### src/rtl/disp_scan_controller.sv
// Multiplexed N-digit 7-segment scan driver with leading-zero blanking, PWM
// brightness and a frame-synchronous double-buffered data load.
module disp_scan_controller #(
  parameter int NUM_DIGITS  = 4,
  parameter int SCAN_DIV    = 50000,
  parameter int BRIGHT_BITS = 4,
  parameter int ACTIVE_LOW  = 1
) (
  input  logic                      clk,
  input  logic                      rst,
  input  logic [4*NUM_DIGITS-1:0]   data,
  input  logic [NUM_DIGITS-1:0]     dp_in,
  input  logic [NUM_DIGITS-1:0]     digit_en,
  input  logic                      lz_blank,
  input  logic [BRIGHT_BITS-1:0]    brightness,
  input  logic                      load,
  output logic [6:0]                seg,
  output logic                      dp,
  output logic [NUM_DIGITS-1:0]     an,
  output logic                      frame_tick
);

  localparam int CW = $clog2(SCAN_DIV);
  localparam int IW = $clog2(NUM_DIGITS);
  localparam int PW = BRIGHT_BITS + CW + 2;
  localparam int DW = 4 * NUM_DIGITS;
  localparam logic [CW-1:0] SCAN_LAST = CW'(SCAN_DIV - 1);
  localparam logic [IW-1:0] IDX_LAST  = IW'(NUM_DIGITS - 1);
  localparam logic          POL       = (ACTIVE_LOW != 0);

  logic [CW-1:0]         scan_cnt_p0;
  logic [IW-1:0]         idx_p0;
  logic                  slot_end_p0;
  logic                  frame_end_p0;

  logic [DW-1:0]         pend_data;
  logic [NUM_DIGITS-1:0] pend_dp;
  logic                  pend_valid;
  logic [DW-1:0]         disp_data;
  logic [NUM_DIGITS-1:0] disp_dp;

  logic [NUM_DIGITS-1:0] blank_p0;
  logic                  zeros_above;
  logic [3:0]            nib_p0;
  logic                  dp_sel_p0;
  logic                  en_sel_p0;
  logic                  blank_sel_p0;
  logic [NUM_DIGITS-1:0] an_sel_p0;
  logic [PW-1:0]         on_limit_p0;
  logic                  vld_p0;

  function automatic logic [6:0] hex_to_seg(input logic [3:0] n);
    case (n)
      4'h0: return 7'h3F;
      4'h1: return 7'h06;
      4'h2: return 7'h5B;
      4'h3: return 7'h4F;
      4'h4: return 7'h66;
      4'h5: return 7'h6D;
      4'h6: return 7'h7D;
      4'h7: return 7'h07;
      4'h8: return 7'h7F;
      4'h9: return 7'h6F;
      4'hA: return 7'h77;
      4'hB: return 7'h7C;
      4'hC: return 7'h39;
      4'hD: return 7'h5E;
      4'hE: return 7'h79;
      default: return 7'h71;
    endcase
  endfunction

  // ---- stage p0: scan position (slot counter and digit index) ----
  assign slot_end_p0  = (scan_cnt_p0 == SCAN_LAST);
  assign frame_end_p0 = slot_end_p0 && (idx_p0 == IDX_LAST);

  always_ff @(posedge clk) begin
    if (rst) begin
      scan_cnt_p0 <= '0;
      idx_p0      <= '0;
    end else if (slot_end_p0) begin
      scan_cnt_p0 <= '0;
      idx_p0      <= frame_end_p0 ? '0 : idx_p0 + IW'(1);
    end else begin
      scan_cnt_p0 <= scan_cnt_p0 + CW'(1);
    end
  end

  // Display buffer only changes on the frame boundary; a load landing in that
  // very cycle bypasses pending so it is not delayed a whole frame.
  always_ff @(posedge clk) begin
    if (rst) begin
      pend_data  <= '0;
      pend_dp    <= '0;
      pend_valid <= 1'b0;
      disp_data  <= '0;
      disp_dp    <= '0;
    end else begin
      if (load) begin
        pend_data  <= data;
        pend_dp    <= dp_in;
        pend_valid <= 1'b1;
      end
      if (frame_end_p0) begin
        if (load) begin
          disp_data  <= data;
          disp_dp    <= dp_in;
          pend_valid <= 1'b0;
        end else if (pend_valid) begin
          disp_data  <= pend_data;
          disp_dp    <= pend_dp;
          pend_valid <= 1'b0;
        end
      end
    end
  end

  // A digit is a leading zero only while every digit above it is also zero.
  always_comb begin
    blank_p0    = '0;
    zeros_above = 1'b1;
    for (int i = NUM_DIGITS - 1; i >= 0; i--) begin
      if (i != 0 && lz_blank && disp_data[i*4 +: 4] == 4'h0 && !disp_dp[i] && zeros_above)
        blank_p0[i] = 1'b1;
      zeros_above = zeros_above && (disp_data[i*4 +: 4] == 4'h0);
    end
  end

  always_comb begin
    nib_p0       = '0;
    dp_sel_p0    = 1'b0;
    en_sel_p0    = 1'b0;
    blank_sel_p0 = 1'b0;
    an_sel_p0    = '0;
    for (int i = 0; i < NUM_DIGITS; i++) begin
      if (idx_p0 == IW'(i)) begin
        nib_p0       = disp_data[i*4 +: 4];
        dp_sel_p0    = disp_dp[i];
        en_sel_p0    = digit_en[i];
        blank_sel_p0 = blank_p0[i];
        an_sel_p0[i] = 1'b1;
      end
    end
  end

  // scan_cnt=0 is always dark so the previous digit's anode can discharge.
  assign on_limit_p0 = ((PW'(brightness) + PW'(1)) * PW'(SCAN_DIV)) >> BRIGHT_BITS;
  assign vld_p0      = (scan_cnt_p0 != '0) && (PW'(scan_cnt_p0) < on_limit_p0)
                       && en_sel_p0 && !blank_sel_p0;

  // ---- stage p1: registered pin drive with polarity applied ----
  always_ff @(posedge clk) begin
    if (rst) begin
      seg        <= {7{POL}};
      dp         <= POL;
      an         <= {NUM_DIGITS{POL}};
      frame_tick <= 1'b0;
    end else begin
      seg        <= {7{POL}} ^ (vld_p0 ? hex_to_seg(nib_p0) : 7'h00);
      dp         <= POL ^ (vld_p0 & dp_sel_p0);
      an         <= {NUM_DIGITS{POL}} ^ (vld_p0 ? an_sel_p0 : {NUM_DIGITS{1'b0}});
      frame_tick <= frame_end_p0;
    end
  end

endmodule

### config.mk
export PLATFORM = sky130hd
export DESIGN_NAME = disp_scan_controller
export DESIGN_NICKNAME = d
export VERILOG_FILES = /design/src/rtl/disp_scan_controller.sv
export SDC_FILE = /design/constraint.sdc
export NUM_CORES = 1
export LEC_CHECK = 0
export CORE_ASPECT_RATIO = 0.9
export CORE_MARGIN = 8
export CORE_UTILIZATION = 50
export CTS_BUF_LIST = sky130_fd_sc_hd__clkbuf_8
export CTS_CLUSTER_SIZE = 25
export DETAILED_ROUTE_END_ITERATION = 10
export DONT_BUFFER_PORTS = 1
export HOLD_SLACK_MARGIN = 0.05
export PLACE_DENSITY = 0.72
export SYNTH_ARGS = -nofsm -noshare
export SYNTH_HDL_FRONTEND = slang
export SYNTH_SLANG_ARGS = --single-unit
export TNS_END_PERCENT = 50
### constraint.sdc
create_clock -name clk -period 5.6 [get_ports clk]
set_input_delay 1.12 -clock clk [delete_from_list [all_inputs] [get_ports clk]]
set_output_delay 1.12 -clock clk [all_outputs]
set_load 0.03 [all_outputs]
==> summary.md <==
| Metric | Value |
|---|---|
| Outcome | `finished clean` |
| Row count | `32` |
| Hold path cells | `2` |
| Die height | `104 um` |
| Footprint of the multi-input gates | `2710 um^2` |
| Detail Route Antenna Nets | `0` |
| Largest net degree at the start of global routing | `48` |
| Post-CTS setup buffer count | `0` |
| Synth area leaders | `dfxtp_1 (33%), ha_1 (16%), nor2_1 (8.6%)` |
| CP Data Arrival Time | `5430 ps` |
| Die Span X | `approximately 110 um` |
| Worst-Margin Slew | `1220 ps` |
| Async SR Flop Fraction | `0%` |
| # fillers | `803` |
| Gr usage total | `15.9%` |
| TritonCTS buffer count | `9` |
| Max_cap viols | `0` |
| CTS sink cnt | `a little over 70` |
| CTS tree | `yes` |
| GPL Wtd Cong | `0.866` |
| DP HPWL | `7050 um` |
| Drt initial violations | `between 200 and 250` |
| Root buffer cell | `clkbuf_8` |
| CP endpoint kind | `flop` |
| Area share of the largest cell type after synthesis | `33.3%` |
| WL per Instance | `between 10 and 15 um` |
| Vias/cell | `between 5 and 6` |
| CTS Buffer Depth | `2` |
| Setup-failing EPs final | `0` |
| Inserted Diodes | `0` |
| Post-synth cell types | `56` |
| Total number of vias | `3531` |
| Sequential cell area | `approximately 1400 um^2` |
| Required time of the critical path | `5770 ps` |
| Vias in the first global route | `between 3000 and 4000` |
| Final WL | `9360 um` |
| Relative slew slack | `18.3%` |
| Synthesized netlist net count | `around 600` |
| CP Launch Type | `input port` |
| Internal reg-to-reg setup slack | `2630 ps` |
| Ports | `45` |
| Cells on worst reg2reg path | `9` |
| Warning count from the yosys run | `0` |
| Yosys reg bits | `72` |
| Total grt overflow | `0` |
| Worst-case clock skew | `approximately 9.4 ps` |
| Busiest grt layer | `met2` |
| Routing usage on met2 | `24.0%` |
| Die area | `11900 um^2` |
| Initial antenna violation count | `0` |
| Pins Over Slew Limit | `0` |
| DR DRC count | `0` |
| Clk Latency, worst-skew pair | `around 350 ps` |
| Area Overhead vs Synth | `6.70%` |
| RSZ-0062 raised after global routing | `false` |
| Placed cell areas | `4390 um^2` |
| Cells after synthesis | `between 500 and 600` |
| Largest area contributor in the netlist | `dfxtp_1` |
| Fmax | `about 190 MHz` |
| Met1 GRT Util | `a little over a fifth` |
| Synthesized area | `roughly 4300 um^2` |
| Synth Area per Inst | `8.41 um^2` |
| Core Util, Final | `54.4%` |
| Sequential-to-total area share from yosys stat | `33.3%` |
| DR pass1 iterations | `5` |
| Core area | `8490 um^2` |
| Ratio of final minimum period to clock period | `94.0%` |
| Initial Utilization | `51.0%` |
| Port Buffer Count | `0` |
| Worst-path maximum fanout | `7` |
| Main synth FF type | `dfxtp_1` |
| EDFF count, synth | `0` |
| VDD IR-drop max | `0.000110 V` |
| Post-route minimum period | `5260 ps` |
| Design Area, Final | `roughly 4600 um^2` |
| Total power per unit cell area | `roughly 270 nW/um^2` |
| Nets | `597` |
| M3 GR Usage | `between 4 and 5%` |
| Leakage | `about 2.0 nW` |
| Final Hold Fails | `0` |
| Clock-pin slew on the worst setup and hold paths | `70 ps` |
| Hold WC Path Type | `reg -> reg` |
| First-pass GRT wire length | `15700 um` |
| Worst Setup Path Type | `in -> reg` |
| Share of post-route cells with drive strength above 1 | `5.65%` |
| CTS H-tree lvls | `3` |
-- synth_stat cells (3+ instances only) --
library cell / count
nor2_1: 99
dfxtp_1: 72
ha_1: 56
a21oi_1: 41
nand2_1: 40
inv_1: 23
mux2i_1: 22
xor2_1: 18
nand3_1: 13
xnor2_1: 13
clkbuf_1: 12
o21ai_0: 11
o211ai_1: 9
a211oi_1: 6
and3_1: 4
nand2b_1: 4
nor2b_1: 4
nor3_1: 4
nor3b_1: 4
nor4_1: 4
a21o_1: 3
a31oi_1: 3
nand4_1: 3
o21a_1: 3
-- power by group --
group	leakage [nW]	total [mW]	internal (mW)	switching [mW]
logic	1.26	0.246	0.107	0.139
registers	0.586	0.539	0.526	0.0131
clock network	0.110	0.452	0.251	0.201
-- flip-flops by register name, summed over array words and instances, names as in the netlist --
name and cells:
pend_dp 4, disp_data 16, pend_data 16, idx_p0 2, seg 7, disp_dp 4, frame_tick 1, pend_valid 1
an 4, dp 1, scan_cnt_p0 16
-- layer usage --
layer | up-vias | wire [um] | part of all wire [%]
met5 | - | 0 | 0
met4 | 0 | 144 | 1.5
met3 | 18 | 605 | 6.5
met2 | 101 | 4160 | 44
met1 | 1645 | 4450 | 48
li1 | 1767 | - | -
-- logic make-up (layout without fill, tap and decap cells) --
group | Yosys count | count (layout) | share of synthesized area, %
xor+xnor | 31 | 31 | 6.27
flops | 72 | 72 | 33.3
compound gates | 93 | 93 | 13.4
simple gates | 196 | 196 | 20.9
mux | 22 | 22 | 5.09
buf+inv | 43 | 41 | 4.30
other cells | 1 | 1 | 0.0866
fa+ha+maj | 57 | 57 | 16.6
-- cell type report --
type                       instances  area share (%)
timing repair buffer               2           0.325
tap                              119            3.22
sequential                        72            31.2
multi-input combinational        400            58.7
clock inverter                     7            2.06
clock buffer                       9            2.68
inverter                          23            1.87
-- final timing paths --
kind / from / endpoint
setup / recovery: brightness[0] / seg[2]
hold reg to reg: pend_dp[2] / pend_dp[2]
setup reg to reg: idx_p0[0] / seg[6]
hold / removal: pend_dp[2] / pend_dp[2]
-- placed cells by master (no fill, tap or decap), types with 6 or more instances in the layout --
cell	synthesis	layout
a211oi_1	6	6
o21ai_0	11	11
xor2_1	18	17
xnor2_1	13	13
nand3_1	13	13
o211ai_1	9	9
dfxtp_1	72	72
mux2i_1	22	22
clkbuf_8	0	9
a21oi_1	41	41
nand2_1	40	40
ha_1	56	56
nor2_1	99	99
inv_1	23	23
-- critical path, cell delays in order --
cell and delay (ps):
ha_1 220, nand3_1 140, inv_1 100, ha_1 250, xor2_1 170, ha_1 280, ha_1 280, ha_1 350
a21o_1 190, a211oi_1 340, o211ai_1 150, a31oi_1 250, xor2_1 180, ha_1 240, o21a_1 170, o21a_1 170
o221ai_1 240, a21oi_1 110, a21oi_2 300, o221ai_1 170
-- per-stage QoR --
step                worst slack, ps  setup TNS, ps  std cells  hold WS [ps]  power (mW)
detailed placement            -31.2          -92.0        616           479       0.793
finish                          338              0        632           492        1.24
global route                   43.6              0        632           524        1.30
floorplan                       445              0        515           448       0.751
CTS                             309              0        632           500        1.25
global placement                207              0        616           471       0.780
-- timing repair --
| action | CTS | global route |
|---|---|---|
| resized for setup | 0 | 1 |
| endpoints found under the setup margin | 0 | 6 |
| hold buffers | 0 | 0 |
(Power assumes the default switching activity.)
